--- src/rtl/dahb_bridge_if.sv ---
// Signal bundle between the data memory controller / AHB-Lite fabric and dahb_bridge.
// The master modport is the bridge's view; slave is the requester-plus-bus view.
`ifndef ADDR_WIDTH
`define ADDR_WIDTH 32
`endif
`ifndef DATA_WIDTH
`define DATA_WIDTH 32
`endif

interface dahb_bridge_if;
  logic                   DAHB_access;
  logic                   DAHB_rd0_wr1;
  logic [2:0]             DAHB_size;
  logic [`ADDR_WIDTH-1:0] DAHB_addr;
  logic [`DATA_WIDTH-1:0] DAHB_write_data;
  logic                   DAHB_trans_buffer_full;
  logic [`DATA_WIDTH-1:0] DAHB_read_data;
  logic                   DAHB_read_data_valid;
  logic                   DAHB_error;
  logic                   DAHB_busy;
  logic [`ADDR_WIDTH-1:0] HADDR;
  logic [1:0]             HTRANS;
  logic                   HWRITE;
  logic [2:0]             HSIZE;
  logic [2:0]             HBURST;
  logic [3:0]             HPROT;
  logic [`DATA_WIDTH-1:0] HWDATA;
  logic [`DATA_WIDTH-1:0] HRDATA;
  logic                   HREADY;
  logic                   HRESP;

  modport master (
    input  DAHB_access, DAHB_rd0_wr1, DAHB_size, DAHB_addr, DAHB_write_data,
    input  HRDATA, HREADY, HRESP,
    output DAHB_trans_buffer_full, DAHB_read_data, DAHB_read_data_valid, DAHB_error, DAHB_busy,
    output HADDR, HTRANS, HWRITE, HSIZE, HBURST, HPROT, HWDATA
  );

  modport slave (
    output DAHB_access, DAHB_rd0_wr1, DAHB_size, DAHB_addr, DAHB_write_data,
    output HRDATA, HREADY, HRESP,
    input  DAHB_trans_buffer_full, DAHB_read_data, DAHB_read_data_valid, DAHB_error, DAHB_busy,
    input  HADDR, HTRANS, HWRITE, HSIZE, HBURST, HPROT, HWDATA
  );
endinterface

--- src/rtl/dahb_bridge.sv ---
// Data-side AHB-Lite master bridge: in-order request FIFO feeding pipelined SINGLE
// transfers, returning raw lane-aligned read data and error pulses to the MEM stage.
`ifndef ADDR_WIDTH
`define ADDR_WIDTH 32
`endif
`ifndef DATA_WIDTH
`define DATA_WIDTH 32
`endif

module dahb_bridge #(
  parameter int         BUF_DEPTH = 2,
  parameter logic [3:0] HPROT_VAL = 4'b0001
) (
  input logic           cpu_clk,
  input logic           cpu_rstn,
  dahb_bridge_if.master dahb
);
  localparam int         AW          = `ADDR_WIDTH;
  localparam int         DW          = `DATA_WIDTH;
  localparam int         PTR_W       = (BUF_DEPTH > 1) ? $clog2(BUF_DEPTH) : 1;
  localparam int         CNT_W       = PTR_W + 1;
  localparam logic [1:0] HTRANS_IDLE = 2'b00;
  localparam logic [1:0] HTRANS_NSEQ = 2'b10;

  typedef struct packed {
    logic          wr;
    logic [2:0]    size;
    logic [AW-1:0] addr;
    logic [DW-1:0] wdata;
  } req_t;

  req_t             r_fifo [BUF_DEPTH];
  logic [PTR_W-1:0] r_wptr;
  logic [PTR_W-1:0] r_rptr;
  logic [CNT_W-1:0] r_count;

  logic             r_dp_vld_p1;
  logic             r_dp_wr_p1;
  logic [DW-1:0]    r_hwdata_p1;
  logic             r_rvld_p2;
  logic             r_err_p2;
  logic [DW-1:0]    r_rdata_p2;

  req_t             w_head;
  logic             w_full;
  logic             w_nonempty;
  logic             w_accept;
  logic             w_issue;
  logic             w_addr_acc;
  logic             w_dp_done;

  assign w_head     = r_fifo[r_rptr];
  assign w_full     = (r_count == CNT_W'(BUF_DEPTH));
  assign w_nonempty = (r_count != '0);
  assign w_accept   = dahb.DAHB_access && !w_full;
  // Holding off issue during any ERROR cycle keeps the next head queued until the
  // failing transfer has fully retired.
  assign w_issue    = w_nonempty && !(r_dp_vld_p1 && dahb.HRESP);
  assign w_addr_acc = w_issue && dahb.HREADY;
  assign w_dp_done  = r_dp_vld_p1 && dahb.HREADY;

  // Request storage: data only, no reset needed.
  always_ff @(posedge cpu_clk) begin
    if (w_accept) begin
      r_fifo[r_wptr] <= '{wr:    dahb.DAHB_rd0_wr1,
                          size:  dahb.DAHB_size,
                          addr:  dahb.DAHB_addr,
                          wdata: dahb.DAHB_write_data};
    end
  end

  // Stage p0 -> p1: FIFO pointers/count and address-to-data phase handoff.
  always_ff @(posedge cpu_clk or negedge cpu_rstn) begin
    if (!cpu_rstn) begin
      r_wptr      <= '0;
      r_rptr      <= '0;
      r_count     <= '0;
      r_dp_vld_p1 <= 1'b0;
      r_dp_wr_p1  <= 1'b0;
      r_hwdata_p1 <= '0;
    end else begin
      if (w_accept)   r_wptr <= r_wptr + PTR_W'(1);
      if (w_addr_acc) r_rptr <= r_rptr + PTR_W'(1);
      if (w_accept && !w_addr_acc)      r_count <= r_count + CNT_W'(1);
      else if (!w_accept && w_addr_acc) r_count <= r_count - CNT_W'(1);

      if (w_addr_acc) begin
        r_dp_vld_p1 <= 1'b1;
        r_dp_wr_p1  <= w_head.wr;
      end else if (w_dp_done) begin
        r_dp_vld_p1 <= 1'b0;
      end
      if (w_addr_acc && w_head.wr) r_hwdata_p1 <= w_head.wdata;
    end
  end

  // Stage p1 -> p2: completion response back to the MEM stage.
  always_ff @(posedge cpu_clk or negedge cpu_rstn) begin
    if (!cpu_rstn) begin
      r_rvld_p2  <= 1'b0;
      r_err_p2   <= 1'b0;
      r_rdata_p2 <= '0;
    end else begin
      r_rvld_p2 <= w_dp_done && !r_dp_wr_p1;
      r_err_p2  <= w_dp_done && dahb.HRESP;
      if (w_dp_done && !r_dp_wr_p1) r_rdata_p2 <= dahb.HRESP ? '0 : dahb.HRDATA;
    end
  end

  always_comb begin
    dahb.HTRANS = HTRANS_IDLE;
    dahb.HADDR  = '0;
    dahb.HWRITE = 1'b0;
    dahb.HSIZE  = 3'b000;
    if (w_issue) begin
      dahb.HTRANS = HTRANS_NSEQ;
      dahb.HADDR  = w_head.addr;
      dahb.HWRITE = w_head.wr;
      dahb.HSIZE  = w_head.size;
    end
  end

  assign dahb.HBURST                 = 3'b000;
  assign dahb.HPROT                  = HPROT_VAL;
  assign dahb.HWDATA                 = r_hwdata_p1;
  assign dahb.DAHB_trans_buffer_full = w_full;
  assign dahb.DAHB_read_data         = r_rdata_p2;
  assign dahb.DAHB_read_data_valid   = r_rvld_p2;
  assign dahb.DAHB_error             = r_err_p2;
  assign dahb.DAHB_busy              = w_nonempty || r_dp_vld_p1;

endmodule

--- src/flat_wrapper.sv ---
// flat-port wrapper written by rule: the top's interface ports become plain ports
module dahb_bridge_flat 
#(
  parameter int         BUF_DEPTH = 2,
  parameter logic [3:0] HPROT_VAL = 4'b0001
)
  (cpu_clk, cpu_rstn, dahb_DAHB_access, dahb_DAHB_rd0_wr1, dahb_DAHB_size, dahb_DAHB_addr, dahb_DAHB_write_data, dahb_HRDATA, dahb_HREADY, dahb_HRESP, dahb_DAHB_trans_buffer_full, dahb_DAHB_read_data, dahb_DAHB_read_data_valid, dahb_DAHB_error, dahb_DAHB_busy, dahb_HADDR, dahb_HTRANS, dahb_HWRITE, dahb_HSIZE, dahb_HBURST, dahb_HPROT, dahb_HWDATA);
  dahb_bridge_if dahb_i ();
  input logic cpu_clk;
  input logic cpu_rstn;
  input wire logic [$bits(dahb_i.DAHB_access)-1:0] dahb_DAHB_access;
  input wire logic [$bits(dahb_i.DAHB_rd0_wr1)-1:0] dahb_DAHB_rd0_wr1;
  input wire logic [$bits(dahb_i.DAHB_size)-1:0] dahb_DAHB_size;
  input wire logic [$bits(dahb_i.DAHB_addr)-1:0] dahb_DAHB_addr;
  input wire logic [$bits(dahb_i.DAHB_write_data)-1:0] dahb_DAHB_write_data;
  input wire logic [$bits(dahb_i.HRDATA)-1:0] dahb_HRDATA;
  input wire logic [$bits(dahb_i.HREADY)-1:0] dahb_HREADY;
  input wire logic [$bits(dahb_i.HRESP)-1:0] dahb_HRESP;
  output wire logic [$bits(dahb_i.DAHB_trans_buffer_full)-1:0] dahb_DAHB_trans_buffer_full;
  output wire logic [$bits(dahb_i.DAHB_read_data)-1:0] dahb_DAHB_read_data;
  output wire logic [$bits(dahb_i.DAHB_read_data_valid)-1:0] dahb_DAHB_read_data_valid;
  output wire logic [$bits(dahb_i.DAHB_error)-1:0] dahb_DAHB_error;
  output wire logic [$bits(dahb_i.DAHB_busy)-1:0] dahb_DAHB_busy;
  output wire logic [$bits(dahb_i.HADDR)-1:0] dahb_HADDR;
  output wire logic [$bits(dahb_i.HTRANS)-1:0] dahb_HTRANS;
  output wire logic [$bits(dahb_i.HWRITE)-1:0] dahb_HWRITE;
  output wire logic [$bits(dahb_i.HSIZE)-1:0] dahb_HSIZE;
  output wire logic [$bits(dahb_i.HBURST)-1:0] dahb_HBURST;
  output wire logic [$bits(dahb_i.HPROT)-1:0] dahb_HPROT;
  output wire logic [$bits(dahb_i.HWDATA)-1:0] dahb_HWDATA;
  assign dahb_i.DAHB_access = dahb_DAHB_access;
  assign dahb_i.DAHB_rd0_wr1 = dahb_DAHB_rd0_wr1;
  assign dahb_i.DAHB_size = dahb_DAHB_size;
  assign dahb_i.DAHB_addr = dahb_DAHB_addr;
  assign dahb_i.DAHB_write_data = dahb_DAHB_write_data;
  assign dahb_i.HRDATA = dahb_HRDATA;
  assign dahb_i.HREADY = dahb_HREADY;
  assign dahb_i.HRESP = dahb_HRESP;
  assign dahb_DAHB_trans_buffer_full = dahb_i.DAHB_trans_buffer_full;
  assign dahb_DAHB_read_data = dahb_i.DAHB_read_data;
  assign dahb_DAHB_read_data_valid = dahb_i.DAHB_read_data_valid;
  assign dahb_DAHB_error = dahb_i.DAHB_error;
  assign dahb_DAHB_busy = dahb_i.DAHB_busy;
  assign dahb_HADDR = dahb_i.HADDR;
  assign dahb_HTRANS = dahb_i.HTRANS;
  assign dahb_HWRITE = dahb_i.HWRITE;
  assign dahb_HSIZE = dahb_i.HSIZE;
  assign dahb_HBURST = dahb_i.HBURST;
  assign dahb_HPROT = dahb_i.HPROT;
  assign dahb_HWDATA = dahb_i.HWDATA;
  dahb_bridge #(.BUF_DEPTH(BUF_DEPTH), .HPROT_VAL(HPROT_VAL)) u_core (.cpu_clk(cpu_clk), .cpu_rstn(cpu_rstn), .dahb(dahb_i));
endmodule
--- config.mk ---
export PLATFORM = sky130hd
export DESIGN_NAME = dahb_bridge_flat
export DESIGN_NICKNAME = d
export VERILOG_FILES = /design/src/rtl/dahb_bridge_if.sv /design/src/rtl/dahb_bridge.sv /design/src/flat_wrapper.sv
export SDC_FILE = /design/constraint.sdc
export NUM_CORES = 1
export LEC_CHECK = 0
export CORE_MARGIN = 2
export CORE_UTILIZATION = 45
export CTS_BUF_LIST = sky130_fd_sc_hd__clkbuf_4 sky130_fd_sc_hd__clkbuf_8
export DETAILED_ROUTE_END_ITERATION = 10
export GPL_ROUTABILITY_DRIVEN = 1
export MAX_ROUTING_LAYER = met4
export PLACE_DENSITY = 0.81
export SLEW_MARGIN = 20
export SYNTH_ARGS = -nofsm -noshare
export SYNTH_HDL_FRONTEND = slang
export SYNTH_SLANG_ARGS = --single-unit
export TNS_END_PERCENT = 10
--- constraint.sdc ---
create_clock -name cpu_clk -period 4.29 [get_ports cpu_clk]
set_input_delay 1.287 -clock cpu_clk [delete_from_list [all_inputs] [get_ports cpu_clk]]
set_output_delay 1.287 -clock cpu_clk [all_outputs]
set_load 0.005 [all_outputs]
==> out/metrics.yaml <==
worst_setup_path:
  worstReg2RegEnd: "u_core.dahb.HWDATA[25]$_DFFE_PN0P_"
  worstSetupPathType: "input port to primary output"
  cp.arrival_ns: 2.89
  rr_worst_depth: 3
  cp-start-kind: "input port"
  end_kind: "primary output"
  cp_max_fo: 19
  rr_startpoint: "u_core.r_rptr$_DFFE_PN0P_"
  cp_data_required_time_ns: 3.00
  reg2reg_slack_ns: 1.82
die:
  die-area_mm2: 0.0190
  initial_core_util_pct: 46.3
  num_rows: 48
  core_area_mm2: 0.0174
  fp.dieH_um: 138
  die_w_um: 138
  ios: 218
power_and_ir_drop:
  leakage_nw: 4.35
  pwr-share-seq_pct: 42.8
  p_sw_mw: 2.15
  p_per_area_mw_per_mm2: 678
  p_comb_share_pct: 34.7
  power_frac_clock_pct: 22.5
  p_int_mw: 5.33
  switching_share_pct: 28.8
  total_power_mw: 7.48
  max-vdd-ir-drop_mv: 0.369
final_layout:
  nets: 831
  antennaDiodeCount: 0
  post-route-util_pct: 63.4
  layout_commonest_cell: "clkdlybuf4s50_1"
  mostFrequentLayoutCells: "clkdlybuf4s50_1 (208), edfxtp_1 (136), dfrtp_1 (71), nor2_1 (37), clkbuf_8 (37)"
  drive_above_1_share_pct: 18.2
  ff_latch_area_mm2: 0.00589
  area_growth_syn_to_layout_pct: 36.8
  multi_input_area_mm2: 0.00203
  fin_cells: 977
  fill_cells: 1239
sta:
  rsz0062_at_grt: "no"
  tightest_slew_ns: 0.995
  slew_violations: 0
  max_freq_mhz: 239
  setup_violations: 0
  fin_worst_skew_ns: 0.0163
  min_period_over_period_pct: 97.4
  hold_viol: 0
  tns_ns: 0
  slew_headroom_pct: 33.7
  period_minus_slack_ns: 4.18
  hold_slack_ns: 0.486
clocking:
  cts_tree: "built"
  insertion_delay_ns: 0.51
  cts-root-buf: "clkbuf_8"
  clock-sinks: 208
  clk_pin_slew_ns: 0.05
  cts.path.max_buffers: 3
  cts-buffers-inserted: 35
  cts_max_level: 2
route:
  postRouteAntennaNets: 0
  wl_per_cell_um: 17.6
  drc: 0
  avgViaCountPerCell: 4.88
  drt_pass1_iterations: 4
  drtIter0Drc: 193
  wirelength_um: 17200
  vias: 4772
grt:
  grt_usage_pct: 18.0
  grt_overflow: 0
  grt_pass1_wl_um: 25500
  grt_pass1_vias: 5049
  antenna_found_initial: 0
  grt_start_max_net_pins: 73
hold_path:
  whs_path_depth: 2
  holdPathEnd: "u_core.dahb.DAHB_read_data[15]$_DFFE_PN0P_"
  hold_class: "flip-flop to flip-flop"
  hold_start: "u_core.dahb.DAHB_read_data[15]$_DFFE_PN0P_"
yosys:
  synth_top_flop_cell: "edfxtp_1"
  synth-edff-count: 136
  yosys_warnings: 0
  syn-cell-area_mm2: 0.00807
  synthCells: 500
  synth-seq-cells: 208
  synth.avg_cell_area_um2: 16.1
  yosysSeqAreaShare_pct: 73.0
  synth.distinct_cells: 25
  synthArstFlopShare_pct: 34.6
run:
  drv_cap: 0
place:
  io_buffers: 209
  dpl.cell_count: 912
  globalplace.congestion: 0.739
  dp_hpwl_um: 10800
run_status:
  status: "finished, final reports clean"
## critical path: stages
cell and delay [ns]:
clkdlybuf4s50_1 0.45, nand2_2 0.17, o21ai_4 0.22, nor2_1 0.21, clkdlybuf4s50_1 0.53
## metrics by stage
stage | setup slack (ns) | area, um2
finish | 0.111 | 11000
global placement | 0.156 | 10300
floorplan | 0.717 | 8090
detailed placement | 0.0776 | 10300
CTS | 0.0729 | 11000
global route | 0.0230 | 11000
## sequential cells by signal (all words and copies together), names as in the netlist
name and count:
u_core.dahb.HWDATA 32, u_core.dahb.DAHB_read_data 32, u_core.dahb.DAHB_read_data_valid 1, u_core.r_rptr 1
u_core.r_dp_wr_p1 1, u_core.dahb.DAHB_error 1, u_core.r_wptr 1, u_core.r_dp_vld_p1 1
u_core.r_count 2, u_core.r_fifo 136
## cell families after synthesis
kind of cell,Yosys count,share of synthesized area (%)
other cells,2,0.0931
simple gates,111,6.53
xor+xnor,5,0.543
fa+ha+maj,1,0.155
mux,100,14.8
flops,208,73.0
buf+inv,38,2.59
compound gates,35,2.37
## layer usage
layer / share of wire (%) / routed length [um] / global-route usage [%] / vias up
li1: - / - / - / 2223
met1: 41 / 7100 / 20.9 / 2306
met2: 49 / 8380 / 30.5 / 225
met3: 9.0 / 1540 / 4.86 / 18
met4: 1.2 / 206 / 6.12 / 0
met5: 0 / 0 / - / -
## how the worst max path moves through the flow
stage                      from                             to  slack, ns  cells past startpoint
6_report             dahb_HRESP                 dahb_HADDR[20]       0.11                      5
5_1_grt              dahb_HRESP                 dahb_HADDR[24]       0.02                      5
4_1_cts              dahb_HRESP                 dahb_HADDR[21]       0.07                      5
3_5_place_dp         dahb_HRESP                  dahb_HADDR[8]       0.08                      5
3_3_place_gp         dahb_HRESP                 dahb_HTRANS[1]       0.16                      5
2_1_floorplan  dahb_DAHB_access  u_core.r_fifo[0][0]$_DFFE_PP_       0.72                      2
## synth_stat cells, types with 2 or more instances
library cell  instances  area [um2]
mux2_4               29         435
mux2i_1              36         360
xnor2_1               3        26.3
conb_1                2        7.51
inv_1                 4        15.0
nor2_1               38         143
clkbuf_1             15        56.3
dfrtp_1              72        1800
nand2b_1             33         206
mux2_2               35         394
xor2_1                2        17.5
and3_1                2        12.5
buf_6                 3        33.8
edfxtp_1            136        4080
buf_2                 5        25.0
buf_4                10        75.1
o21ai_0              33         165
nand2_1              35         131
## area by class of cell
cell class	instances	share of cell area, %
clock inverters	12	0.533
multi-input cells	261	18.4
repair buffers	214	19.4
flip-flops and latches	208	53.4
well taps	225	2.55
inverters	5	0.170
clock buffers	52	5.63
## what timing repair did
item / 4_1_cts / 5_1_grt
gates resized for setup: 0 / 2
hold buffers: 0 / 0
buffers inserted: 0 / 0
setup endpoints to repair: 0 / 3
## power groups by stage
stage               Combinational (mW)  Clock (mW)  Sequential (mW)
floorplan                         1.30           0             3.10
global placement                  2.53           0             3.18
detailed placement                2.59           0             3.22
CTS                               2.62        1.73             3.19
global route                      2.81        1.82             3.27
finish                            2.59        1.68             3.20
(Power assumes the default switching activity.)
